--- src/rtl/ppu_xl_if.sv ---
// ppu_xl_if: memory bus between the pixel processing unit and a byte memory
// that holds both sprite data and the framebuffer.
//   mem_read_address  / mem_read_enable  : read request (data one cycle later)
//   mem_read_data                        : read data returned by memory
//   mem_write_address / mem_write_data / mem_write_enable : byte write
// master = ppu_xl side, slave = memory side.
interface ppu_xl_if #(
  parameter int ADDR_W = 12
);
  logic [ADDR_W-1:0] mem_read_address;
  logic [7:0]        mem_read_data;
  logic              mem_read_enable;
  logic [ADDR_W-1:0] mem_write_address;
  logic [7:0]        mem_write_data;
  logic              mem_write_enable;

  modport master (
    output mem_read_address, mem_read_enable,
    output mem_write_address, mem_write_data, mem_write_enable,
    input  mem_read_data
  );

  modport slave (
    input  mem_read_address, mem_read_enable,
    input  mem_write_address, mem_write_data, mem_write_enable,
    output mem_read_data
  );
endinterface

--- src/rtl/ppu_xl.sv ---
// ppu_xl: sprite draw / clear-screen engine for a 1 bpp framebuffer
// (64x32 lores or 128x64 hires), XOR drawing with collision detect.
// Ports:
//   clk, reset              : clock, synchronous active-high reset
//   draw, clear             : command requests, sampled only when idle
//   hires                   : mode for the command (1 = 128x64)
//   address, sprite_height  : sprite base address and row count (0 = special)
//   x, y                    : start column / row (wrapped to the screen)
//   busy, done, collision   : status; done pulses in the last busy cycle
//   mem                     : memory bus (ppu_xl_if master)
//
// state   | meaning
// IDLE    | waiting for draw/clear
// SPR_RD  | issue read of one sprite byte
// SPR_LAT | sprite byte arrives, latch it
// FB_RD   | issue read of one touched framebuffer byte
// FB_LAT  | framebuffer byte arrives, latch it
// FB_WR   | write back old ^ mask, accumulate collision
// CLR     | clear: write 0x00, one byte per cycle
// DONE    | last busy cycle, done pulse
module ppu_xl #(
  parameter int              ADDR_W   = 12,
  parameter logic [ADDR_W-1:0] FB_BASE = 12'h100,
  parameter bit              HIRES_EN = 1'b1
) (
  input  logic              clk,
  input  logic              reset,
  input  logic              draw,
  input  logic              clear,
  input  logic              hires,
  input  logic [ADDR_W-1:0] address,
  input  logic [3:0]        sprite_height,
  input  logic [7:0]        x,
  input  logic [7:0]        y,
  output logic              busy,
  output logic              done,
  output logic              collision,
  ppu_xl_if.master          mem
);

  typedef enum logic [2:0] {IDLE, SPR_RD, SPR_LAT, FB_RD, FB_LAT, FB_WR, CLR, DONE} state_t;

  state_t            state, state_n;
  logic              hires_q, wide_q, bsel_q, coll_q;
  logic [ADDR_W-1:0] base_q;
  logic [7:0]        xs_q, ys_q;
  logic [4:0]        rows_q, row_q;
  logic [1:0]        col_q;
  logic [15:0]       spr_q;
  logic [7:0]        fb_q;
  logic [9:0]        clr_idx;

  logic              hires_in;
  logic [4:0]        row_nxt, cur_col, r_last;
  logic [7:0]        fb_row, nrow_pos, h_lim;
  logic [1:0]        nb_last;
  logic              more_cols, more_rows;
  logic [ADDR_W-1:0] fb_addr, spr_addr;
  logic [5:0]        spr_off;
  logic [23:0]       win;
  logic [7:0]        mask;
  logic [9:0]        clr_last;

  assign hires_in = HIRES_EN & hires;

  always_comb begin
    row_nxt  = row_q + 5'd1;
    cur_col  = xs_q[7:3] + {3'b0, col_q};
    r_last   = hires_q ? 5'd15 : 5'd7;
    h_lim    = hires_q ? 8'd64 : 8'd32;
    fb_row   = ys_q + {3'b0, row_q};
    nrow_pos = ys_q + {3'b0, row_nxt};
    // Touched bytes minus one: an unaligned start spills into one extra byte.
    nb_last  = {1'b0, wide_q} + {1'b0, (xs_q[2:0] != 3'd0)};
    // Last touched byte of the row, or the next one would fall off the right edge.
    more_cols = (col_q < nb_last) && (cur_col < r_last);
    // Rows are visited top-down, so the first row below the screen ends the draw.
    more_rows = (row_nxt < rows_q) && (nrow_pos < h_lim);
    fb_addr  = FB_BASE + ADDR_W'(hires_q ? {fb_row, 4'b0} : {1'b0, fb_row, 3'b0})
                       + ADDR_W'(cur_col);
    spr_off  = wide_q ? {row_q, bsel_q} : {1'b0, row_q};
    spr_addr = base_q + ADDR_W'(spr_off);
    win      = {spr_q, 8'h00} >> xs_q[2:0];
    case (col_q)
      2'd0:    mask = win[23:16];
      2'd1:    mask = win[15:8];
      default: mask = win[7:0];
    endcase
    clr_last = hires_q ? 10'd1023 : 10'd255;
  end

  always_ff @(posedge clk) begin
    if (reset) state <= IDLE;
    else       state <= state_n;
  end

  always_comb begin
    state_n = state;
    case (state)
      IDLE: begin
        if (clear)     state_n = CLR;
        else if (draw) state_n = (sprite_height == 4'd0 && !hires_in) ? DONE : SPR_RD;
      end
      SPR_RD:  state_n = SPR_LAT;
      SPR_LAT: state_n = (wide_q && !bsel_q) ? SPR_RD : FB_RD;
      FB_RD:   state_n = FB_LAT;
      FB_LAT:  state_n = FB_WR;
      FB_WR: begin
        if (more_cols)      state_n = FB_RD;
        else if (more_rows) state_n = SPR_RD;
        else                state_n = DONE;
      end
      CLR:     if (clr_idx == clr_last) state_n = DONE;
      DONE:    state_n = IDLE;
      default: state_n = IDLE;
    endcase
  end

  always_ff @(posedge clk) begin
    if (reset) begin
      hires_q <= 1'b0; wide_q <= 1'b0; bsel_q <= 1'b0; coll_q <= 1'b0;
      base_q  <= '0;   xs_q   <= '0;   ys_q   <= '0;
      rows_q  <= '0;   row_q  <= '0;   col_q  <= '0;
      spr_q   <= '0;   fb_q   <= '0;   clr_idx <= '0;
    end else begin
      case (state)
        IDLE: if (draw || clear) begin
          hires_q <= hires_in;
          base_q  <= address;
          xs_q    <= hires_in ? (x & 8'h7F) : (x & 8'h3F);
          ys_q    <= hires_in ? (y & 8'h3F) : (y & 8'h1F);
          wide_q  <= (sprite_height == 4'd0);
          rows_q  <= (sprite_height == 4'd0) ? 5'd16 : {1'b0, sprite_height};
          row_q   <= '0;
          bsel_q  <= 1'b0;
          col_q   <= '0;
          clr_idx <= '0;
          coll_q  <= 1'b0;
        end
        SPR_LAT: begin
          if (!bsel_q) spr_q <= {mem.mem_read_data, 8'h00};
          else         spr_q[7:0] <= mem.mem_read_data;
          bsel_q <= wide_q && !bsel_q;
          col_q  <= '0;
        end
        FB_LAT: fb_q <= mem.mem_read_data;
        FB_WR: begin
          coll_q <= coll_q | (|(fb_q & mask));
          if (more_cols) col_q <= col_q + 2'd1;
          else           row_q <= row_nxt;
        end
        CLR: clr_idx <= clr_idx + 10'd1;
        default: ;
      endcase
    end
  end

  // Outputs are gated by reset so they read zero for the whole reset cycle.
  always_comb begin
    busy                  = 1'b0;
    done                  = 1'b0;
    collision             = 1'b0;
    mem.mem_read_enable   = 1'b0;
    mem.mem_read_address  = '0;
    mem.mem_write_enable  = 1'b0;
    mem.mem_write_address = '0;
    mem.mem_write_data    = '0;
    if (!reset) begin
      busy      = (state != IDLE);
      done      = (state == DONE);
      collision = coll_q;
      case (state)
        SPR_RD: begin
          mem.mem_read_enable  = 1'b1;
          mem.mem_read_address = spr_addr;
        end
        FB_RD: begin
          mem.mem_read_enable  = 1'b1;
          mem.mem_read_address = fb_addr;
        end
        FB_WR: begin
          mem.mem_write_enable  = 1'b1;
          mem.mem_write_address = fb_addr;
          mem.mem_write_data    = fb_q ^ mask;
        end
        CLR: begin
          mem.mem_write_enable  = 1'b1;
          mem.mem_write_address = FB_BASE + ADDR_W'(clr_idx);
        end
        default: ;
      endcase
    end
  end

endmodule

--- src/flat_wrapper.sv ---
// flat-port wrapper written by rule: the top's interface ports become plain ports
module ppu_xl_flat 
#(
  parameter int              ADDR_W   = 12,
  parameter logic [ADDR_W-1:0] FB_BASE = 12'h100,
  parameter bit              HIRES_EN = 1'b1
)
  (clk, reset, draw, clear, hires, address, sprite_height, x, y, busy, done, collision, mem_mem_read_address, mem_mem_read_enable, mem_mem_write_address, mem_mem_write_data, mem_mem_write_enable, mem_mem_read_data);
  ppu_xl_if #(.ADDR_W(ADDR_W)) mem_i ();
  input  logic clk;
  input  logic reset;
  input  logic draw;
  input  logic clear;
  input  logic hires;
  input  logic [ADDR_W-1:0] address;
  input  logic [3:0] sprite_height;
  input  logic [7:0] x;
  input  logic [7:0] y;
  output logic busy;
  output logic done;
  output logic collision;
  output wire logic [$bits(mem_i.mem_read_address)-1:0] mem_mem_read_address;
  output wire logic [$bits(mem_i.mem_read_enable)-1:0] mem_mem_read_enable;
  output wire logic [$bits(mem_i.mem_write_address)-1:0] mem_mem_write_address;
  output wire logic [$bits(mem_i.mem_write_data)-1:0] mem_mem_write_data;
  output wire logic [$bits(mem_i.mem_write_enable)-1:0] mem_mem_write_enable;
  input wire logic [$bits(mem_i.mem_read_data)-1:0] mem_mem_read_data;
  assign mem_mem_read_address = mem_i.mem_read_address;
  assign mem_mem_read_enable = mem_i.mem_read_enable;
  assign mem_mem_write_address = mem_i.mem_write_address;
  assign mem_mem_write_data = mem_i.mem_write_data;
  assign mem_mem_write_enable = mem_i.mem_write_enable;
  assign mem_i.mem_read_data = mem_mem_read_data;
  ppu_xl #(.ADDR_W(ADDR_W), .FB_BASE(FB_BASE), .HIRES_EN(HIRES_EN)) u_core (.clk(clk), .reset(reset), .draw(draw), .clear(clear), .hires(hires), .address(address), .sprite_height(sprite_height), .x(x), .y(y), .busy(busy), .done(done), .collision(collision), .mem(mem_i));
endmodule
--- config.mk ---
export PLATFORM = sky130hd
export DESIGN_NAME = ppu_xl_flat
export DESIGN_NICKNAME = d
export VERILOG_FILES = /design/src/rtl/ppu_xl_if.sv /design/src/rtl/ppu_xl.sv /design/src/flat_wrapper.sv
export SDC_FILE = /design/constraint.sdc
export NUM_CORES = 1
export LEC_CHECK = 0
export CORE_UTILIZATION = 30
export CTS_BUF_LIST = sky130_fd_sc_hd__clkbuf_16
export CTS_CLUSTER_SIZE = 24
export DETAILED_ROUTE_END_ITERATION = 12
export PLACE_DENSITY = 0.53
export SLEW_MARGIN = 0
export SYNTH_ARGS = -nofsm -noshare
export SYNTH_HDL_FRONTEND = slang
export SYNTH_SLANG_ARGS = --single-unit
--- constraint.sdc ---
create_clock -name clk -period 3.25 [get_ports clk]
set_input_delay 0.65 -clock clk [delete_from_list [all_inputs] [get_ports clk]]
set_output_delay 0.65 -clock clk [all_outputs]
set_load 0.005 [all_outputs]
==> impl_metrics.py <==
metrics = {
    "outcome": {
        "status": "finished, violations left",
        "violations": "design-rule violations, negative setup slack",
    },
    "clock_tree": {
        "cts_buffer_depth": 2,
        "cts.sinks": 77,
        "cts_root_buffer": "clkbuf_16",
        "insertion_delay_ns": 0.34,
        "cts_tree": "done",
        "htreeDepth": 3,
        "cts_made_buffers": 9,
        "clkTransAtPathRegs_ns": 0.06,
    },
    "die": {
        "dieWidth_um": 138,
        "die_h_um": 138,
        "coreArea_mm2": 0.0181,
        "dieArea_mm2": 0.0191,
        "pin_count": 82,
        "start_util_pct": 30.8,
        "rows": 49,
    },
    "run": {
        "cap_violations": 0,
    },
    "global_routing": {
        "track_usage_pct": 19.4,
        "grt_overflow": 0,
        "grt_max_degree": 56,
        "grt_pass1_wl_um": 29300,
        "grt_pass1_vias": 5526,
        "antenna_found_initial": 0,
    },
    "final_layout": {
        "final_cell_mix": "nand2_1 (144), buf_4 (100), a21oi_1 (86)",
        "layout.nets": 996,
        "drive_above_1_share_pct": 24.8,
        "synthToLayoutAreaGrowth_pct": 42.6,
        "diodes": 0,
        "final_common_cell": "nand2_1",
        "utilization_pct": 44.0,
    },
    "setup_path": {
        "critPathLaunch": "u_core.ys_q[0]",
        "worst_path_dominant_cell_family": "adder cells",
        "cp.required_ns": 2.60,
        "worstSetupPathDepth": 13,
        "cpPeakStageDelay_ns": 0.53,
        "start_kind": "flip-flop",
        "r2r_start": "u_core.row_q[0]",
        "crit_fanout": 2,
        "critPathCaptureType": "output pin",
        "worstPathCellList": "ha_4 > inv_2 > fa_1 > mux2i_2 > buf_4 > fa_2 > nand2_2 > nor3_4 > a21oi_2 > xnor2_1 > or4_1 > a31oi_2 > buf_2",
        "r2r_cells": 12,
        "cp_slowest_cell": "fa_1",
        "worst-path-buf-inv": 3,
        "cp_data_arrival_time_ns": 3.10,
        "criticalPathCategory": "reg -> out",
    },
    "synthesis": {
        "synth-main-ff-cell": "dfxtp_1",
        "synth_edf_count": 0,
        "ys_seq_elements": 77,
        "synth.mux.area_fraction_pct": 4.91,
        "syn_inst": 753,
        "synth.avg_cell_area_um2": 7.41,
        "synthArstFlopShare_pct": 0,
        "synthXorXnorAreaFrac_pct": 4.22,
        "yosysSeqAreaShare_pct": 27.6,
        "synth_warnings": 0,
        "synth_top_family_by_area": "simple AND/OR/NAND/NOR gates",
        "syn_area_mm2": 0.00558,
        "synth-simple-area-share_pct": 24.0,
        "synthDistinctLibCells": 70,
        "synth_compound_area_share_pct": 23.5,
        "synth_nets": 843,
        "synth-adder-area-share_pct": 10.6,
    },
    "pwr": {
        "power_frac_clock_pct": 28.2,
        "switching_share_pct": 36.9,
        "power.switching_mw": 1.31,
        "p_seq_share_pct": 32.1,
        "power_leakage_nw": 3.28,
        "intPower_mw": 2.24,
        "cellPowerDensity_mw_per_mm2": 446,
        "combPwrFrac_pct": 39.8,
        "ir_worst_vdd_v": 0.000276,
    },
    "drt": {
        "wl_um": 18200,
        "final_antenna_net_count": 0,
        "initialDrtViolationCount": 398,
        "first_pass_iters": 8,
        "num_vias": 5817,
        "route.detailed.drc": 8,
        "via_per_inst": 5.10,
        "wl_per_cell_um": 16.0,
    },
    "timing": {
        "slew_headroom_pct": 54.7,
        "setup_violations": 14,
        "worstMarginPinSlew_ns": 0.679,
        "worst_slack_ns": -0.496,
        "hold_viol": 0,
        "rsz0062_at_grt": "yes",
        "finClkSkew_ns": 0.00902,
        "fin_crit_ns": 3.75,
        "slew_viol_final": 0,
        "fin_crit_sh_pct": 115,
        "fmax_mhz": 267,
    },
    "worst_hold_path": {
        "hold_depth": 2,
        "hp-start": "u_core.rows_q[3]",
        "hold_class": "reg -> reg",
    },
    "place": {
        "pre_cts_slack_ns": -0.615,
        "hpwl_um": 13600,
        "gp_congestion": 0.848,
        "io_buffers": 77,
    },
}
-- cells in the mapped netlist, types with 3 or more instances --
cell type / number / share of area, %
and3_1: 3 / 0.34
o22ai_1: 6 / 0.67
nand2_1: 145 / 9.8
a22oi_1: 9 / 1.2
mux2_2: 7 / 1.4
a21o_1: 6 / 0.81
a221oi_1: 3 / 0.47
o21a_1: 10 / 1.3
and2_1: 13 / 1.5
a22o_1: 7 / 1.1
nor2b_1: 8 / 0.90
xor2_1: 10 / 1.6
mux2i_1: 15 / 2.7
a31oi_1: 6 / 0.67
nor3_1: 12 / 1.1
nor4_1: 3 / 0.34
nand3_1: 29 / 2.6
nand4_1: 5 / 0.56
fa_1: 4 / 1.4
buf_2: 3 / 0.27
dfxtp_1: 77 / 28
ha_1: 41 / 9.2
xnor2_1: 15 / 2.4
a311oi_1: 3 / 0.47
inv_1: 25 / 1.7
or3_1: 3 / 0.34
nor2_1: 61 / 4.1
a32oi_1: 3 / 0.47
a21oi_1: 93 / 8.3
nand2b_1: 5 / 0.56
clkbuf_1: 38 / 2.6
a211oi_1: 8 / 1.1
o21ai_0: 27 / 2.4
o31ai_1: 4 / 0.54
-- worst paths after layout --
| check | end | slack [ns] |
|---|---|---|
| worst max-delay path | mem_mem_read_address[9] | -0.50 |
| worst min-delay path | u_core.rows_q[3] | 0.46 |
| worst max register to register | u_core.state[1] | 0.40 |
| worst min register to register | u_core.rows_q[3] | 0.46 |
-- metal layers --
layer	vias to the layer above	routed length (um)	GRT usage, %
met3	25	586	2.67
met5	-	0	0
li1	2963	-	-
met4	0	365	6.68
met1	2721	9550	29.2
met2	108	7720	27.8
-- tightest hold or removal path, cell delays in order (launching register included) --
cell and delay [ns]:
dfxtp_1 0.31, nand2_1 0.05, a21oi_1 0.05
-- final cells by class --
cell class | count | area [um2]
clock inverter | 7 | 66.3
timing repair buffer | 187 | 1590
sequential | 77 | 1560
fill | 1839 | 10100
clock buffer | 9 | 225
inverter | 26 | 98.8
tap | 229 | 287
multi-input combinational | 605 | 4120
-- through the flow --
| stage | total power [mW] | hold WS, ns | cells | TNS [ns] | cell area, um2 |
|---|---|---|---|---|---|
| 6_report | 3.55 | 0.460 | 1140 | -4.31 | 7950 |
| 5_1_grt | 3.79 | 0.476 | 1140 | -6.51 | 7950 |
| 4_1_cts | 3.51 | 0.461 | 1133 | -4.70 | 7750 |
| 3_5_place_dp | 2.41 | 0.452 | 1109 | -5.50 | 7180 |
| 3_3_place_gp | 2.41 | 0.446 | 1109 | -5.08 | 7180 |
| 2_1_floorplan | 1.89 | 0.434 | 753 | -0.108 | 5590 |
-- cells by family after synthesis --
family | Yosys count
buffers and inverters | 71
xor gates and xnor gates | 26
other | 1
DFF | 77
and+or+nand+nor | 300
AOI/OAI and AO/OA | 209
adders and majority gates | 45
muxes | 24
-- power groups by stage --
stage               Combinational [mW]  Sequential (mW)  Clock, mW
floorplan                        0.772             1.12          0
global placement                  1.27             1.14          0
detailed placement                1.27             1.15          0
CTS                               1.35             1.13       1.03
global route                      1.56             1.15       1.08
finish                            1.41             1.14       1.00
-- flip-flops by register name, summed over array words and instances (netlist names) --
name and flops:
u_core.row_q 5, u_core.spr_q 16, u_core.hires_q 1, u_core.xs_q 7, u_core.state 3, u_core.ys_q 6, u_core.fb_q 8, u_core.wide_q 1
u_core.rows_q 4, u_core.bsel_q 1, u_core.coll_q 1, u_core.clr_idx 10, u_core.base_q 12, u_core.col_q 2
-- repair_timing --
| item | 4_1_cts | 5_1_grt |
|---|---|---|
| gates cloned | 0 | 1 |
| endpoints found under the setup margin | 26 | 23 |
| buffers inserted | 11 | 6 |
| gates resized for setup | 132 | 37 |
| hold buffers | 0 | 0 |
| pin swaps | 34 | 19 |
Note: power is estimated with default switching activity, not from simulation.
